### src/rtl/sobel_gradient_gen.sv
// 3x3 Sobel gradient generator: accumulates a raster-ordered window one pixel per
// accepted beat and presents signed gx/gy with a valid/ready handshake.
module sobel_gradient_gen (
    input  logic        clk,
    input  logic        n_rst,
    input  logic [7:0]  pixel_in,
    input  logic        pixel_valid,
    output logic        pixel_ready,
    input  logic        clear,
    output logic [10:0] gx,
    output logic [10:0] gy,
    output logic        start_t_grad,
    input  logic        grad_ready
);

    typedef enum logic {LOAD, DONE} state_t;

    state_t             state, next_state;
    logic [3:0]         idx;
    logic signed [10:0] acc_x, acc_y;
    logic signed [10:0] pix, pix2;
    logic signed [10:0] dx, dy;
    logic signed [10:0] sum_x, sum_y;
    logic               take;
    logic               last;

    always_ff @(posedge clk or negedge n_rst) begin
        if (!n_rst) state <= LOAD;
        else        state <= next_state;
    end

    always_comb begin
        next_state   = state;
        pixel_ready  = 1'b0;
        start_t_grad = 1'b0;
        case (state)
            LOAD: begin
                pixel_ready = 1'b1;
                if (pixel_valid && !clear && idx == 4'd8) next_state = DONE;
            end
            DONE: begin
                start_t_grad = 1'b1;
                if (grad_ready) next_state = LOAD;
            end
            default: next_state = LOAD;
        endcase
    end

    // clear wins over a pixel presented in the same cycle
    assign take = pixel_valid && pixel_ready && !clear;
    assign last = (idx == 4'd8);

    assign pix  = $signed({3'b000, pixel_in});
    assign pix2 = $signed({2'b00, pixel_in, 1'b0});

    always_comb begin
        dx = '0;
        dy = '0;
        case (idx)
            4'd0: begin dx = -pix;  dy = -pix;  end
            4'd1: begin             dy = -pix2; end
            4'd2: begin dx = pix;   dy = -pix;  end
            4'd3: begin dx = -pix2;             end
            4'd5: begin dx = pix2;              end
            4'd6: begin dx = -pix;  dy = pix;   end
            4'd7: begin             dy = pix2;  end
            4'd8: begin dx = pix;   dy = pix;   end
            default: begin dx = '0; dy = '0;    end
        endcase
    end

    assign sum_x = acc_x + dx;
    assign sum_y = acc_y + dy;

    always_ff @(posedge clk or negedge n_rst) begin
        if (!n_rst) begin
            idx   <= '0;
            acc_x <= '0;
            acc_y <= '0;
            gx    <= '0;
            gy    <= '0;
        end else if (state == LOAD) begin
            if (clear) begin
                idx   <= '0;
                acc_x <= '0;
                acc_y <= '0;
            end else if (take) begin
                if (last) begin
                    gx    <= sum_x;
                    gy    <= sum_y;
                    idx   <= '0;
                    acc_x <= '0;
                    acc_y <= '0;
                end else begin
                    idx   <= idx + 4'd1;
                    acc_x <= sum_x;
                    acc_y <= sum_y;
                end
            end
        end
    end

endmodule

### config.mk
export PLATFORM = sky130hd
export DESIGN_NAME = sobel_gradient_gen
export DESIGN_NICKNAME = d
export VERILOG_FILES = /design/src/rtl/sobel_gradient_gen.sv
export SDC_FILE = /design/constraint.sdc
export NUM_CORES = 1
export LEC_CHECK = 0
export CORE_AREA = 4 4 84 86
export DETAILED_ROUTE_END_ITERATION = 7
export DIE_AREA = 0 0 88 90
export PLACE_DENSITY = 0.76
export SLEW_MARGIN = 30
export SYNTH_ARGS = -nofsm -noshare
export SYNTH_HDL_FRONTEND = slang
export SYNTH_SLANG_ARGS = --single-unit
### constraint.sdc
create_clock -name clk -period 3.7 [get_ports clk]
set_input_delay 0.74 -clock clk [delete_from_list [all_inputs] [get_ports clk]]
set_output_delay 0.74 -clock clk [all_outputs]
set_load 0.02 [all_outputs]
# ---- Word-level counts from Yosys, hierarchy flattened
# Index checks and enable logic that the tools add are counted.
# W data, S select, Z words.
dict set report op_classes {
  n_addsub 5
  n_mul 0
  n_div 0
  order_cmp 0
  eq_ne 7
  n_shift 0
  n_mux 16
  bitwise 2
  reduce_logical 13
}
# operator n
set ops {}
lappend ops {{$pmux W11 S4} 2}
lappend ops {{$mux W11} 6}
lappend ops {{$add A11 B11 Y11} 2}
lappend ops {{$eq A4 B3 Y1 const B} 3}
lappend ops {{$mux W4} 3}
lappend ops {{$neg A8 Y11} 1}
lappend ops {{$neg A9 Y11} 1}
lappend ops {{$eq A4 B2 Y1 const B} 2}
lappend ops {{$reduce_or A2 Y1} 4}
lappend ops {{$add A4 B1 Y4 const B} 1}
lappend ops {{$eq A4 B1 Y1 const B} 1}
lappend ops {{$eq A4 B4 Y1 const B} 1}
lappend ops {{$logic_and A1 B1 Y1} 4}
lappend ops {{$logic_not A4 Y1} 1}
lappend ops {{$mux W1} 4}
lappend ops {{$reduce_and A4 Y1} 1}
lappend ops {{$not A1 Y1} 2}
lappend ops {{$pmux W1 S2} 1}
lappend ops {{$reduce_and A2 Y1} 1}
lappend ops {{$reduce_bool A2 Y1} 1}
lappend ops {{$logic_not A1 Y1} 1}
dict set report totals {
  regBits 49
  latch_bits 0
  ram_bits 0
  rom_bits 0
  input_bits 13
  out_inout_bits 24
  wordCells 49
  memories 0
}

# ---- Depth between registers and ports, before layout
# Gate-level depths: netlist (run 1).
dict set report logic_depth {
  ltp_word 7
  mapped_depth 16
  ltp_nobuf 14
}

# ---- Worst setup path after synthesis (run 1)
# OpenSTA, ideal clock, no wires.
dict set report synth_path {
  kind {in2reg}
  from {input port pixel_in[4]}
  to {register acc_x[10]}
  setup_ps 126
  arrival_ps 3426
  t_required_ps 3574
  path_slack_ps 148
  cell_stages 15
  n_path_buf 2
  cell_sequence {buf_6 nor4_4 nand2_2 or2_1 o22ai_1 a21oi_1 o31ai_1 ha_1 buf_2 a2111oi_0 o21ai_1 a211oi_2 o21ai_1 a32oi_1 o21ai_1}
}
dict set report synth_between {
  elab_chain_len 6
  elab_cells_between_ends 7
  cone_classes {add/sub: 3; mux: 4}
}
# element line
set synth_lines {}
lappend synth_lines {{start: declaration} 6} ;# input logic [7:0] pixel_in,
lappend synth_lines {{$neg A9 Y11 / $neg A8 Y11 (equally long branches)} {63, 60, 65}}
lappend synth_lines {{$pmux W11 S4 *} 59} ;# case (idx)
lappend synth_lines {{$add A11 B11 Y11 *} 72} ;# assign sum_x = acc_x + dx;
lappend synth_lines {{$mux W11 *} 88} ;# if (last) begin
lappend synth_lines {{$mux W11 *} 87} ;# end else if (take) begin
lappend synth_lines {{$mux W11 *} 83} ;# if (clear) begin
lappend synth_lines {{end signal: assignment} 96} ;# acc_x <= sum_x;
lappend synth_lines {{end: declaration} 20} ;# logic signed [10:0] acc_x, acc_y;
# Mark *: on every way between the ends. The rest lies on a longest branch, timed or not. The select of a mux whose other input is x is not followed.
# A chain may end at the register's enable or synchronous reset.

# ---- Worst setup path after layout (run 1)
dict set report layout_path {
  from {input port pixel_in[3]}
  to {register acc_y[10]}
}
dict set report layout_between {
  elab_chain_len 6
  elab_cells_between_ends 7
  cone_classes {add/sub: 3; mux: 4}
}
# element line
set layout_lines {}
lappend layout_lines {{$neg A9 Y11 / $neg A8 Y11 (equally long branches)} {61, 60, 62}}
lappend layout_lines {{$pmux W11 S4 *} 59}
lappend layout_lines {{$add A11 B11 Y11 *} 73} ;# assign sum_y = acc_y + dy;
lappend layout_lines {{$mux W11 *} 88}
lappend layout_lines {{$mux W11 *} 87}
lappend layout_lines {{$mux W11 *} 83}
lappend layout_lines {{end signal: assignment} 97} ;# acc_y <= sum_y;
lappend layout_lines {{end: declaration} 20}
# Marked as above.

==> impl_metrics.toml, run 1 <==
[clocking]
clock-sinks = 49
cts_root_buf = "clkbuf_8"
clockBufferDepth = 2
cts_tree = "done"
htreeDepth = 2
clock_latency_ns = 0.31
cts_buffers = 5
clkTransAtPathRegs_ns = 0.10
cts_hold_buf = 0

[place]
gp_congestion = 0.900
io_buffers = 36
place_inst = 537
hpwl_mm = 6.55

[setup_path]
r2r_start = "idx[0]$_DFFE_PN0P_"
end_kind = "flop"
r2r-end = "acc_y[10]$_DFFE_PN0P_"
path_class = "in2reg"
ff2ff_path_depth = 15
rrSetupSlack_ns = 0.25
required_ns = 3.89
arrival_ns = 3.76
slowest_stage = "clkdlybuf4s50_1"
slowest_delay_ns = 0.56
crit_path_cell_trace = "clkdlybuf4s50_1 -> buf_4 -> nor2_1 -> nand2_1 -> xor2_1 -> a221o_1 -> ha_1 -> a21oi_1 -> o211ai_1 -> a221oi_2 -> buf_4 -> a2111oi_4 -> a211oi_1 -> o21ai_1"
crit_top_cell = "buf_4"
worst-path-buf-inv = 3
cp_top_family = "compound AO/OA/AOI/OAI gates"
worstPathMaxFanout = 4
start_kind = "input pin"

[flow_run]
cap_violations = 0

[pwr]
internal_power_mw = 1.42
ir_drop_mv = 0.307
leakage_nw = 2.18
switching_share = 0.355
p_switching_mw = 0.781
power.density_mw_per_mm2 = 480
seq_power_share = 0.305
combPwrFrac = 0.487
clockPowerShare = 0.208

[timing]
tightest_slew_ns = 0.734
finalCritPeriodShare = 0.965
post-route-min-period_ns = 3.57
finalSetupViolations = 0
finClkSkew_ns = 0.00966
hold_violations = 0
hold_slack_ns = 0.476
finalMaxSlewViolations = 0
slew_headroom = 0.510
max_clock_freq_mhz = 280

[floorplanning]
initial_core_util = 0.569
core_mm2 = 0.00628
fp.dieH_um = 90
io_pins = 37
die-area_mm2 = 0.00792
rows = 29
die_w_um = 88

[route]
drc_errors = 0
post_drt_wl_per_cell_um = 16.5
drt_pass1_iterations = 5
drtIter0Drc = 169
vias = 3273
viasPerCell = 5.99
drt-total-wl_mm = 9.03
drtAntennaViolNets = 0

[synth]
synth_area_mm2 = 0.00357
synth_edf_count = 0
avgSynthCellArea_um2 = 9.34
synth-main-ff-cell = "dfrtp_1"
syn_inst = 382
yosysSeqAreaShare = 0.343
syn_nets = 422
ys_ff_latch = 49
synth.yosys.warnings = 0
synth_top_area_frac = 0.343
yosysTopAreaCell = "dfrtp_1"
ys_types = 59
async_flop_share = 1.00
synth_area_leaders = "dfrtp_1 34%, ha_1 8.8%, mux2_2 6.0%"

[layout]
fin_nets = 508
fin_cells = 546
area_growth_pct = 28.6
drive_gt1_frac = 0.241
diodes = 0
n_fill_cell = 466

[hold_path]
hold_path.class = "in2async"

[global_route]
grt.overflow.total = 0
antenna_found_initial = 0
grtUsageTotal = 0.230
grt_first_pass_wirelength_mm = 14.9
grt_max_degree = 32
grt_pass1_vias = 3215

[run_status]
outcome = "completed"
[worst max-delay path by stage]
stage | start | to | slack, ns | cells past startpoint
final | pixel_in[3] | acc_y[10]$_DFFE_PN0P_ | 0.13 | 14
after global routing | pixel_in[3] | acc_x[10]$_DFFE_PN0P_ | -0.02 | 15
after CTS | pixel_in[1] | acc_y[9]$_DFFE_PN0P_ | 0.05 | 13
after detailed placement | pixel_in[1] | acc_y[9]$_DFFE_PN0P_ | -0.28 | 13
after global placement | pixel_in[1] | gy[9]$_DFFE_PN0P_ | -0.21 | 13
after floorplan | pixel_in[4] | acc_x[10]$_DFFE_PN0P_ | 0.15 | 15
[cells by family (layout without fill, tap and decap cells)]
kind of cell,Yosys count,after routing,share of synthesized area
compound gates,139,139,0.275
simple gates,93,93,0.130
flops,49,49,0.343
buf+inv,35,122,0.0417
fa+ha+maj,27,27,0.0988
mux,23,23,0.0712
xor+xnor,16,16,0.0393
[flip-flops by register name, summed over array words and instances, names as in the netlist]
name,count
acc_x,11
acc_y,11
gx,11
gy,11
idx,4
state,1
[per-layer routing]
layer	vias up	wire length, µm	GRT usage
met5	-	0	0
met4	0	112	0.0448
met3	12	493	0.0320
met2	101	4290	0.378
met1	1574	4130	0.322
li1	1586	-	-
[layout make-up]
cell class	instances	area, µm²	area share
Clock buffer	5	68.8	0.0150
Clock inverter	3	65.1	0.0142
Inverter	13	48.8	0.0106
Multi-Input combinational cell	298	2230	0.486
Sequential cell	49	1230	0.267
Tap cell	77	96.3	0.0210
Timing Repair Buffer	101	851	0.185
[per-stage QoR]
step / setup slack [ns] / TNS (ns) / instance area, µm² / utilization / power (mW)
3_3_place_gp: -0.211 / -1.34 / 4400 / 0.702 / 1.69
5_1_grt: -0.0227 / -0.0426 / 4590 / 0.731 / 2.34
6_report: 0.129 / 0 / 4590 / 0.731 / 2.20
4_1_cts: 0.0504 / 0 / 4540 / 0.723 / 2.19
2_1_floorplan: 0.148 / 0 / 3570 / - / 1.31
3_5_place_dp: -0.276 / -2.31 / 4400 / 0.702 / 1.72
[layout by cell type (no fill, tap or decap), drive strengths merged, types with 4 or more instances in the layout]
cell type	count
buf	66
and2	7
ha	25
a22o	21
a211oi	4
dfrtp	49
clkdlybuf4s50	32
inv	13
clkbuf	5
a221o	4
a31oi	4
xor2	5
nand2	28
nor2b	6
mux2	19
a21oi	32
o21ai	29
a21o	11
a221oi	4
nand3	4
nor2	28
xnor2	11
o211ai	5
mux2i	4
[cells in the mapped netlist (4+ instances only)]
cell	count
a21o_1	11
a21oi_1	32
a221o_1	4
a22o_1	21
a31oi_1	4
and2_1	7
buf_2	8
clkbuf_1	13
dfrtp_1	49
ha_1	25
inv_1	13
mux2_2	19
mux2i_1	4
nand2_1	26
nand3_1	4
nor2_1	27
nor2b_1	6
o211ai_1	5
o21ai_0	21
o21ai_1	8
xnor2_1	11
xor2_1	5
[power by group through the flow]
stage          registers, mW  logic (mW)  clock network, mW
2_1_floorplan          0.695       0.611                  0
3_3_place_gp           0.679        1.01                  0
3_5_place_dp           0.682        1.04                  0
4_1_cts                0.673        1.05              0.468
5_1_grt                0.684        1.17              0.487
6_report               0.673        1.07              0.458
[worst register-to-register path, delay by kind of cell (launching register included)]
kind	cells	cell delay (ns)
DFF	1	0.42
and+or+nand+nor	3	0.41
buffers and inverters	2	0.27
adders and majority gates	3	0.89
muxes	1	0.24
AOI/OAI and AO/OA	6	1.09
[repair_timing]
item | in CTS | in global routing
setup endpoints to repair | 0 | 12
resized for setup | 0 | 15
buffers inserted | 0 | 1
Note: power is estimated with default switching activity, not from simulation.
==> run 2: changes to the inputs <==
--- a/config.mk
+++ b/config.mk
@@ -5,10 +5,10 @@
 export SDC_FILE = /design/constraint.sdc
 export NUM_CORES = 1
 export LEC_CHECK = 0
-export CORE_AREA = 4 4 84 86
+export CORE_AREA = 4 4 99 73
 export DETAILED_ROUTE_END_ITERATION = 7
-export DIE_AREA = 0 0 88 90
-export PLACE_DENSITY = 0.76
+export DIE_AREA = 0 0 103 77
+export PLACE_DENSITY = 0.77
 export SLEW_MARGIN = 30
 export SYNTH_ARGS = -nofsm -noshare
 export SYNTH_HDL_FRONTEND = slang
==> run 2 against run 1 <==
Against the previous run: the run now ends with design-rule violations left; final area down 0.68%; power fell by 2.5%; core utilization grew 0.57 points; sequential power about the same; non-clock buffer count is 2 lower; critical path type unchanged.
==> impl_metrics.toml, run 2 (synthesized netlist as in run 1, its figures left out) <==
[run_status]
outcome = "complete, but fails checks"
violations = "design-rule violations"

[floorplanning]
rows = 24
core_mm2 = 0.00619
io_pins = 37
die-area_mm2 = 0.00793
fp.dieH_um = 77
die_w_um = 103
initial_core_util = 0.577

[timing]
finalCritPeriodShare = 0.963
slew_headroom = 0.571
finClkSkew_ns = 0.00650
max_clock_freq_mhz = 281
finalMaxSlewViolations = 0
rsz0062_at_grt = "yes"
post-route-min-period_ns = 3.56
tightest_slew_ns = 0.639
finalSetupViolations = 0
hold_violations = 0

[global_route]
grt_first_pass_wirelength_mm = 16.3
grt.overflow.total = 0
antenna_found_initial = 0
grt_pass1_vias = 3341
grtUsageTotal = 0.254
grt_max_degree = 31

[route]
drtAntennaViolNets = 0
post_drt_wl_per_cell_um = 18.5
drt-total-wl_mm = 10.1
vias = 3376
drtIter0Drc = 296
drt_pass1_iterations = 8
drc_errors = 10
viasPerCell = 6.21

[clocking]
clock_latency_ns = 0.30
htreeDepth = 2
clock-sinks = 49
cts_hold_buf = 0
cts_root_buf = "clkbuf_8"
clockBufferDepth = 2
cts_buffers = 5
clkTransAtPathRegs_ns = 0.09
cts_tree = "done"

[pwr]
power.density_mw_per_mm2 = 471
leakage_nw = 2.16
ir_drop_mv = 0.325

[layout]
final_util = 0.737
fin_area_mm2 = 0.00456
fin_nets = 506
layout_commonest_cell = "buf_4"
fin_cells = 544
most-common-layout-cells = "63 x buf_4, 47 x dfrtp_1, 33 x clkdlybuf4s50_1"
area_growth_pct = 27.7
drive_gt1_frac = 0.240
diodes = 0

[flow_run]
cap_violations = 0

[setup_path]
worstPathMaxFanout = 5
path_class = "in2reg"
required_ns = 3.93
end_kind = "flop"
ff2ff_path_depth = 13
start_kind = "input pin"
arrival_ns = 3.79

[place]
gp_congestion = 1.04
place_inst = 535
io_buffers = 36
hpwl_mm = 7.38
place_area_mm2 = 0.00438

[hold_path]
hold_path.class = "in2async"
[run 2: changes by cell type in the layout (fill, tap and decap cells not counted), sizes merged]
cell           before  now
buf                66   64
bufinv              2    1
dlymetal6s2s        3    2
clkdlybuf4s50      32   33
[run 2: critical path: stages]
cell	delay (ns)
clkdlybuf4s50_1	0.46
buf_4	0.18
nor3_1	0.26
xnor2_1	0.13
a22o_1	0.19
a221o_1	0.28
ha_1	0.33
a21oi_2	0.17
o211ai_1	0.13
a221oi_2	0.30
a21o_1	0.20
mux2_2	0.34
o21ai_1	0.07
[run 2: cell type report]
type,instances,area [µm²]
inverter,13,48.8
timing repair buffer,99,833
fill,466,1630
multi-input combinational,298,2250
clock inverter,2,35.0
clock buffer,5,68.8
sequential,49,1230
tap,78,97.6
[run 2: final timing paths]
kind | start | slack (ns) | to
setup / recovery | pixel_in[2] | 0.14 | gy[10]$_DFFE_PN0P_
hold / removal | n_rst | 0.39 | gx[5]$_DFFE_PN0P_
setup reg to reg | idx[0]$_DFFE_PN0P_ | 0.21 | gy[10]$_DFFE_PN0P_
hold reg to reg | gy[4]$_DFFE_PN0P_ | 0.51 | gy[4]$_DFFE_PN0P_
max in group asynchronous | n_rst | 2.56 | gy[5]$_DFFE_PN0P_
min in group clk | gy[4]$_DFFE_PN0P_ | 0.51 | gy[4]$_DFFE_PN0P_
[run 2: metrics by stage]
stage | power (mW) | setup TNS, ns | setup slack (ns) | hold WS [ns]
CTS | 2.11 | 0 | 0.0504 | 0.419
global placement | 1.68 | -1.33 | -0.146 | 0.476
floorplan | 1.31 | 0 | 0.148 | 0.444
global route | 2.28 | -0.0852 | -0.0424 | 0.430
finish | 2.15 | 0 | 0.136 | 0.392
detailed placement | 1.73 | -2.11 | -0.260 | 0.497
[run 2: repair_timing]
item	in CTS	in global routing
endpoints found under the hold margin	0	0
setup endpoints to repair	0	13
setup buffers	0	2
resized for setup	0	19
[run 2: power by group]
part           switching, mW  internal (mW)  total [mW]
Combinational          0.559          0.537        1.10
Clock                  0.180          0.197       0.377
Sequential            0.0593          0.615       0.674
Total                  0.798           1.35        2.15
[run 2: metal layers]
layer | wire length (µm) | global-route usage | vias to the layer above
met5 | 0 | 0 | -
met4 | 136 | 0.0647 | 0
met3 | 699 | 0.0462 | 20
met2 | 4460 | 0.381 | 163
met1 | 4760 | 0.376 | 1603
li1 | - | - | 1590
==> run 3: changes to the inputs <==
--- a/config.mk
+++ b/config.mk
@@ -9,6 +9,7 @@
 export DETAILED_ROUTE_END_ITERATION = 7
 export DIE_AREA = 0 0 103 77
 export PLACE_DENSITY = 0.77
+export REMOVE_ABC_BUFFERS = 1
 export SLEW_MARGIN = 30
 export SYNTH_ARGS = -nofsm -noshare
 export SYNTH_HDL_FRONTEND = slang
==> run 3 against run 2 <==
Against the previous run: the run now ends clean; register-to-register slack hardly changed; critical endpoint is now acc_x[10]$_DFFE_PN0P_; clock skew rose by 0.00078 ns; sequential power is 0.7% lower; core utilization rose by 0.97 points; final area is 1.3% higher; setup slack better by 0.00059 ns; fmax about the same.
==> impl_metrics.toml, run 3 (synthesized netlist as in run 1, its figures left out) <==
[hold_path]
hold_path.class = "in2async"

[layout]
final_util = 0.747
diodes = 0
most-common-layout-cells = "74 x buf_4, 49 x dfrtp_1, 32 x clkdlybuf4s50_1"
fin_nets = 516
fin_area_mm2 = 0.00462
area_growth_pct = 29.4
drive_gt1_frac = 0.254
layout_commonest_cell = "buf_4"

[floorplanning]
initial_core_util = 0.577
io_pins = 37
fp.dieH_um = 77
core_mm2 = 0.00619
rows = 24
die-area_mm2 = 0.00793
die_w_um = 103

[timing]
finalSetupViolations = 0
finClkSkew_ns = 0.00728
hold_violations = 0
finalMaxSlewViolations = 0
tightest_slew_ns = 0.621
slew_headroom = 0.586
finalCritPeriodShare = 0.963
post-route-min-period_ns = 3.56
max_clock_freq_mhz = 281
tns_ns = 0

[route]
drt-total-wl_mm = 8.99
viasPerCell = 5.99
drtIter0Drc = 203
vias = 3326
post_drt_wl_per_cell_um = 16.2
drt_pass1_iterations = 5
drtAntennaViolNets = 0
drc_errors = 0

[clocking]
clockBufferDepth = 2
cts_buffers = 5
cts_hold_buf = 0
clock-sinks = 49
cts_tree = "done"
htreeDepth = 2
clkTransAtPathRegs_ns = 0.09
clock_latency_ns = 0.31
cts_root_buf = "clkbuf_8"

[place]
gp_congestion = 0.892
hpwl_mm = 6.63
io_buffers = 36
place_area_mm2 = 0.00445

[global_route]
grt_max_degree = 50
grt.overflow.total = 0
grt_pass1_vias = 3140
grt_first_pass_wirelength_mm = 15.0
antenna_found_initial = 0
grtUsageTotal = 0.231

[setup_path]
required_ns = 3.89
slowest_stage = "clkdlybuf4s50_1"
crit_path_cell_trace = "clkdlybuf4s50_1 -> buf_4 -> nor2_1 -> buf_4 -> nand2_1 -> o21ai_0 -> and2_1 -> a221o_1 -> ha_1 -> o211ai_1 -> a21oi_1 -> a211oi_2 -> or3_1 -> a32oi_1 -> o21ai_1"
crit_top_cell = "buf_4"
end_kind = "flop"
path_class = "in2reg"
arrival_ns = 3.75
worst-path-buf-inv = 3
cp_top_family = "compound AO/OA/AOI/OAI gates"
slowest_delay_ns = 0.50
start_kind = "input pin"
worstPathMaxFanout = 4

[pwr]
leakage_nw = 2.20
power.density_mw_per_mm2 = 448
ir_drop_mv = 0.251

[run_status]
outcome = "completed"

[flow_run]
cap_violations = 0
run 3: cell types whose count changed in the layout (fill, tap and decap cells not counted), sizes merged:
cell,delta
clkbuf,+3
clkinv,-1
clkdlybuf4s50,-1
dlymetal6s2s,+1
bufinv,-1
buf,+10
run 3: metrics by stage:
step	setup slack, ns	hold slack, ns	power (mW)	instances
finish	0.137	0.449	2.07	555
global route	-0.0471	0.508	2.22	555
detailed placement	-0.290	0.489	1.72	544
floorplan	0.329	0.444	1.29	360
global placement	-0.188	0.469	1.69	544
CTS	0.0212	0.477	2.04	552
run 3: final timing paths:
kind                                       from                    end  slack (ns)  depth (start not counted)
hold / removal                            n_rst      gx[2]$_DFFE_PN0P_        0.45                          1
max in group asynchronous                 n_rst     idx[0]$_DFFE_PN0P_        2.84                          1
min in group clk           acc_x[9]$_DFFE_PN0P_   acc_x[9]$_DFFE_PN0P_        0.50                          2
setup / recovery                    pixel_in[0]  acc_x[10]$_DFFE_PN0P_        0.14                         15
setup reg to reg             idx[0]$_DFFE_PN0P_  acc_x[10]$_DFFE_PN0P_        0.22                         15
hold reg to reg            acc_x[9]$_DFFE_PN0P_   acc_x[9]$_DFFE_PN0P_        0.50                          2
run 3: cell type report:
class | count | area [µm²]
multi-input combinational | 298 | 2250
fill | 469 | 1570
sequential | 49 | 1230
timing repair buffer | 109 | 913
tap | 78 | 97.6
clock buffer | 8 | 80.1
inverter | 13 | 48.8
run 3: power by group:
part           switching (mW)  total [mW]  leakage [nW]  internal (mW)
Clock                   0.177       0.312        0.0395          0.135
Combinational           0.534        1.09          1.51          0.553
Sequential             0.0550       0.669         0.653          0.614
run 3: routing by layer:
layer | global-route usage | wire length, µm | up-vias
li1 | - | - | 1609
met1 | 0.352 | 4380 | 1595
met2 | 0.352 | 3980 | 107
met3 | 0.0354 | 547 | 15
met4 | 0.0323 | 82 | 0
met5 | 0 | 0 | -
run 3: timing repair:
| action | 4_1_cts | 5_1_grt |
|---|---|---|
| setup buffers | 0 | 3 |
| setup endpoints to repair | 0 | 11 |
| resized for setup | 0 | 18 |
